`src/rtl/interrupt_controller.sv`:
```
// Interrupt front end for the CPU control FSM: synchronises and edge-detects the raw lines,
// keeps masked pending bits and presents one fixed-priority one-hot request through the handshake.
module interrupt_controller #(
    parameter int INTERRUPT_WIDTH = 4
) (
    input  logic                       clk,
    input  logic                       rst,
    input  logic [INTERRUPT_WIDTH-1:0] irq_in,
    input  logic                       mask_write,
    input  logic [INTERRUPT_WIDTH-1:0] mask_data,
    input  logic                       clear_write,
    input  logic [INTERRUPT_WIDTH-1:0] clear_data,
    input  logic                       save_state,
    input  logic                       restore_state,
    output logic [INTERRUPT_WIDTH-1:0] interrupt,
    output logic [INTERRUPT_WIDTH-1:0] pending,
    output logic [INTERRUPT_WIDTH-1:0] mask,
    output logic                       in_service
);

    typedef logic [INTERRUPT_WIDTH-1:0] vec_t;

    vec_t s0_q, s0_d;
    vec_t s1_q, s1_d;
    vec_t h_q, h_d;
    vec_t pending_q, pending_d;
    vec_t mask_q, mask_d;
    vec_t interrupt_q, interrupt_d;
    vec_t active_q, active_d;
    logic in_service_q, in_service_d;

    vec_t irq_edge;
    vec_t clear_sel;
    vec_t candidate;
    vec_t select;
    logic save_accept;
    logic restore_accept;

    // NOTE: every variable assigned in an always_comb gets a default first, so no path can infer a latch.
    always_comb begin
        restore_accept = restore_state & in_service_q;
        save_accept    = save_state & ~restore_state & ~in_service_q & (interrupt_q != '0);

        irq_edge  = s1_q & ~h_q;
        clear_sel = (clear_write ? clear_data : '0) | (save_accept ? interrupt_q : '0);

        candidate = pending_q & mask_q;
        // Isolate the lowest set bit: lowest index wins.
        select    = candidate & (~candidate + vec_t'(1));
    end

    always_comb begin
        s0_d         = irq_in;
        s1_d         = s0_q;
        h_d          = s1_q;
        pending_d    = irq_edge | (pending_q & ~clear_sel);
        mask_d       = mask_write ? mask_data : mask_q;
        interrupt_d  = select;
        active_d     = active_q;
        in_service_d = in_service_q;

        if (restore_accept) begin
            interrupt_d  = '0;
            active_d     = '0;
            in_service_d = 1'b0;
        end else if (in_service_q) begin
            interrupt_d = active_q;
        end else if (interrupt_q != '0) begin
            // A presented request stays frozen; on acceptance it becomes the active one.
            interrupt_d = interrupt_q;
            if (save_accept) begin
                active_d     = interrupt_q;
                in_service_d = 1'b1;
            end
        end
    end

    // NOTE: sequential state is updated with non-blocking assignments only, so all flops sample pre-edge values.
    always_ff @(posedge clk) begin
        if (rst) begin
            s0_q         <= '0;
            s1_q         <= '0;
            h_q          <= '0;
            pending_q    <= '0;
            mask_q       <= '1;
            interrupt_q  <= '0;
            active_q     <= '0;
            in_service_q <= 1'b0;
        end else begin
            s0_q         <= s0_d;
            s1_q         <= s1_d;
            h_q          <= h_d;
            pending_q    <= pending_d;
            mask_q       <= mask_d;
            interrupt_q  <= interrupt_d;
            active_q     <= active_d;
            in_service_q <= in_service_d;
        end
    end

    assign interrupt  = interrupt_q;
    assign pending    = pending_q;
    assign mask       = mask_q;
    assign in_service = in_service_q;

endmodule

```
`config.mk`:
```
export PLATFORM = sky130hd
export DESIGN_NAME = interrupt_controller
export DESIGN_NICKNAME = d
export VERILOG_FILES = /design/src/rtl/interrupt_controller.sv
export SDC_FILE = /design/constraint.sdc
export NUM_CORES = 1
export LEC_CHECK = 0
export CAP_MARGIN = 20
export CORE_MARGIN = 1
export CORE_UTILIZATION = 48
export CTS_CLUSTER_DIAMETER = 150
export CTS_CLUSTER_SIZE = 12
export DETAILED_ROUTE_END_ITERATION = 8
export PLACE_DENSITY = 0.82
export SYNTH_ARGS = -nofsm -noshare
export SYNTH_HDL_FRONTEND = slang
export SYNTH_SLANG_ARGS = --single-unit
export TNS_END_PERCENT = 100
```
`constraint.sdc`:
```
create_clock -name clk -period 3.7 [get_ports clk]
set_clock_uncertainty 0.1 [all_clocks]
set_input_delay 0.37 -clock clk [delete_from_list [all_inputs] [get_ports clk]]
set_output_delay 0.37 -clock clk [all_outputs]
set_load 0.02 [all_outputs]
```
==> run metrics, run 1 <==
Die H=48.0 µm; I/O pins=31; syn avg cell area=9.69 µm²; final worst path period share=0.559; CTS tree=done; Worst-Skew Late Latency=0.33 ns; CP max FO=10; CP required=3.23 ns; critical path type=reg -> out; drt via density=4.81; Total Nets Final=156; Fillers=158; Remaining Overflow, GRT=0; Synth cell types=18; Syn Nets=123; switch share=0.244; Startpoint Class=register; initial core utilization=0.513; measured slew at the worst slew-check pin=0.742 ns; Yosys top cell by area=dfxtp_1; ys flop type=dfxtp_1; fraction of registers with async set/reset=0; Seq pwr share=0.525; Clock Path Buffers=2; Root Driver=clkbuf_4; DR vias=798; sw power=158 µW; hpwl dp=1430 µm; Sink Count=29; Hold WS=0.341 ns; post-CTS setup buffers=0; Core ar.=1980 µm²; minimum clock period=2.07 ns; met3 routed WL=98 µm; Slowest-stage cell, CP=clkdlybuf4s50_1; wire length on met2=924 µm; Synth Register Bits=29; Top Family by Delay on Critical Path=buffers and inverters; Die ar.=2310 µm²; Hold-fix buffers, CTS=0; Site Rows=16; Mapped Cells=105; fraction of layout instances using a drive strength above 1=0.0719; htree depth=2; Post-synth EDFFs=0; WP data arrival=1.60 ns; combinational power share=0.139; total track usage=0.195; most frequent cell after synthesis=dfxtp_1; Post-DP Area=1340 µm²; setup TNS=0 ns; synthesized cell area=1020 µm²; unrepaired setup endpoints after global routing=no; Max Used Layer=met4; met1 WL=914 µm; largest cells by area after synthesis=dfxtp_1 57%, nor2b_1 10%, nand2_1 5.9%; clock network fraction of total power=0.336; Post-synth top cells=29 x dfxtp_1, 17 x nor2b_1, 16 x nand2_1; Fin. Hold Viols=0; TritonCTS Buffers=5; CTS clk-pin slew, worst paths=0.09 ns; final setup fails=0; Final GP Congestion=0.833; total of max-cap violations=0; crit-path max cell delay=0.68 ns; TritonRoute pass-1 iters=3; sum of buffers and inverters on the critical path=1; pwr/cell area=459 nW/µm²; DRC Markers=0; max_slew headroom=0.504; # diodes=0; first-pass GRT wire length=2830 µm; Design Area, Final=1410 µm²; worst min path class=reg -> reg; register area share after synthesis=0.571; Slew Limit Fails=0; Syn-to-layout area delta=38.1%; initial antenna violation count=0; Die X-Extent=48.0 µm; iteration-0 DRC count of the detailed router=8; P_leak=0.000523 µW; Peak Freq=483 MHz; endpoint class of the critical path=output port; vias in the first global route=630; crit-path cells=clkdlybuf4s50_1; Internal=487 µW; largest net degree at the start of global routing=22; port bufs=30; Worst VDD drop=0.318 mV; outcome=finished, final reports clean; Yosys warning count=0; post-DR wirelength/cell=11.8 µm; post-cts resize count=0; Post-DRT Antenna Nets=0; area share of the largest cell type after synthesis=0.571; DRT Wirelength=1960 µm
[cell type report]
type                    instances  area [µm²]  share of cell area
inverters                       4        15.0              0.0107
clock inverters                 1        5.00             0.00356
multi-input cells              68         405               0.289
clock buffers                   7        65.1              0.0463
flip-flops and latches         29         581               0.413
repair buffers                 30         300               0.214
well taps                      27        33.8              0.0240
[worst paths after layout]
check	from	end	slack, ns	cells after the start
worst max-delay path	in_service	in_service	1.63	1
worst max register to register	in_service	pending[3]	1.99	4
worst min-delay path	s0_q[2]	h_d[2]	0.34	1
worst min register to register	s0_q[2]	h_d[2]	0.34	1
[metrics by stage]
step / power [µW] / util / cells / setup WS (ns)
floorplan: 393 / - / 105 / 2.12
global placement: 434 / 0.674 / 158 / 1.70
detailed placement: 436 / 0.674 / 158 / 1.66
CTS: 653 / 0.709 / 166 / 1.61
global route: 674 / 0.709 / 166 / 1.55
finish: 645 / 0.709 / 166 / 1.63
[flip-flops by register name, indices dropped and copies added, names as in the netlist]
name        flops
s0_q            4
interrupt       4
mask            4
h_q             4
pending         4
in_service      1
active_q        4
h_d             4
[layer usage]
metal  up-vias  global-route usage
li1        416                   -
met1       359               0.229
met2        20               0.297
met3         3               0.102
met4         0              0.0833
met5         -                   0
[power by group through the flow]
stage / Combinational (µW) / Clock, µW / Sequential, µW
after floorplan: 40.5 / 0 / 352
after global placement: 88.9 / 0 / 345
after detailed placement: 90.3 / 0 / 346
after CTS: 90.6 / 224 / 338
after global routing: 98.5 / 235 / 340
final: 89.8 / 217 / 338
[kinds of logic after synthesis]
| kind of cell | synth area share |
|---|---|
| AND/OR/NAND/NOR | 0.248 |
| flip-flops | 0.571 |
| AO/OA/AOI/OAI | 0.121 |
| buffers and inverters | 0.0307 |
| multiplexers | 0.0295 |
[layout by cell type, fill, tap and decap left out, drive strengths merged]
master         count
clkinv             1
clkdlybuf4s50     30
a32oi              4
nand4              1
nor2b             17
a21oi              9
mux2i              3
clkbuf             7
a21o               1
or4                1
inv                4
dfxtp             29
nor3               2
nor2               6
nor3b              2
a211o              4
nand3              2
nand2             16
No activity file was read; power rests on OpenSTA's default activity.
==> run 2, diff against run 1 <==
CORE_UTILIZATION = 44   (was 48)
PLACE_DENSITY = 0.76   (was 0.82)
clock period = 2.17 ns   (was 3.7 ns; I/O delays follow)
==> run 2 against run 1 <==
Cell count rose by 1.8%; final area grew 1.2%; core utilization decreased by 6.0 points; routed wire length rose by 4.5%; clock-buffer cell count unchanged; largest cell class unchanged.
==> run metrics, run 2 (synthesis gave the netlist of run 1 again) <==
outcome=finished, final reports clean; I/O pins=31; Sink Count=29; Syn-to-layout area delta=39.7%; clock network fraction of total power=0.332; CP max FO=10; Hold-fix buffers, CTS=0; hpwl dp=1540 µm; combinational power share=0.143; Slowest-stage cell, CP=clkdlybuf4s50_1; crit-path max cell delay=0.69 ns; Startpoint Class=register; initial antenna violation count=0; P_leak=0.000533 µW; pwr/cell area=774 nW/µm²; max_slew headroom=0.710; Die H=50.1 µm; endpoint class of the critical path=output port; TritonCTS Buffers=5; vias in the first global route=757; fin worst setup slack=0.250 ns; Total Nets Final=158; sum of buffers and inverters on the critical path=1; crit-path cells=clkdlybuf4s50_1; CTS tree=done; post-DR wirelength/cell=12.1 µm; Remaining Overflow, GRT=0; switch share=0.242; Post-DRT Antenna Nets=0; final worst path period share=0.885; Worst-Skew Late Latency=0.32 ns; post-CTS setup buffers=0; drt via density=5.01; most common cell after layout, fill and taps aside=clkdlybuf4s50_1; port bufs=30; minimum clock period=1.92 ns; Core ar.=2190 µm²; TritonRoute pass-1 iters=4; Clock Path Buffers=2; Top Family by Delay on Critical Path=buffers and inverters; critical path type=reg -> out; largest net degree at the start of global routing=21; Peak Freq=521 MHz; Die X-Extent=50.1 µm; iteration-0 DRC count of the detailed router=12; CTS clk-pin slew, worst paths=0.09 ns; Worst VDD drop=0.523 mV; worst min path class=in -> reg; setup TNS=0 ns; Internal=834 µW; fraction of layout instances using a drive strength above 1=0.0851; initial core utilization=0.464; unrepaired setup endpoints after global routing=no; Seq pwr share=0.525; Slew Limit Fails=0; total track usage=0.183; measured slew at the worst slew-check pin=0.434 ns; post-cts resize count=0; pre-CTS setup slack=0.560 ns; Site Rows=17; WP data arrival=1.60 ns; total of max-cap violations=0; Root Driver=clkbuf_4; Final GP Congestion=0.803; Die ar.=2510 µm²; sw power=267 µW; final setup fails=0; post-layout util=0.649; CP required=1.85 ns; # diodes=0; DRC Markers=0; htree depth=2; DR vias=846; first-pass GRT wire length=3280 µm; most frequent cells in the layout=30 x clkdlybuf4s50_1, 29 x dfxtp_1, 17 x nor2b_1; Fillers=179; Fin. Hold Viols=0; DRT Wirelength=2050 µm
-- run 2: cell types whose count changed in the layout (fill, tap and decap cells not counted), sizes merged --
cell,before,now
buf,0,2
-- run 2: final timing paths --
path | start | to | slack [ns] | cells past startpoint
hold reg to reg | s0_q[1] | h_d[1] | 0.35 | 1
setup / recovery | in_service | in_service | 0.25 | 1
setup reg to reg | interrupt[3] | interrupt[2] | 0.60 | 4
hold / removal | irq_in[0] | s0_q[0] | 0.35 | 2
-- run 2: area by class of cell --
| class | instances | area, µm² | area share |
|---|---|---|---|
| clock buffers | 7 | 65.1 | 0.0458 |
| clock inverters | 1 | 5.00 | 0.00352 |
| inverters | 4 | 15.0 | 0.0106 |
| multi-input cells | 68 | 405 | 0.285 |
| flip-flops and latches | 29 | 581 | 0.408 |
| well taps | 28 | 35.0 | 0.0246 |
| repair buffers | 32 | 315 | 0.222 |
-- run 2: layer usage --
layer  share of wire  wire length [µm]  GRT usage
met5               0                 0          0
met4          0.0063                13     0.0714
met3           0.040                82     0.0833
met2            0.52              1060      0.282
met1            0.44               896      0.219
-- run 2: per-stage QoR --
step | power (µW) | hold WS (ns) | area, µm² | std cells
6_report | 1100 | 0.345 | 1420 | 169
3_5_place_dp | 748 | 0.326 | 1350 | 161
4_1_cts | 1110 | 0.339 | 1420 | 169
3_3_place_gp | 744 | 0.317 | 1350 | 161
5_1_grt | 1160 | 0.328 | 1420 | 169
2_1_floorplan | 669 | 0.235 | 1020 | 105
-- run 2: power groups by stage --
| stage | Clock (µW) | Combinational (µW) | Sequential [µW] |
|---|---|---|---|
| after floorplan | 0 | 69.0 | 600 |
| after global placement | 0 | 155 | 589 |
| after detailed placement | 0 | 158 | 590 |
| after CTS | 373 | 159 | 578 |
| after global routing | 410 | 170 | 581 |
| final | 365 | 158 | 577 |
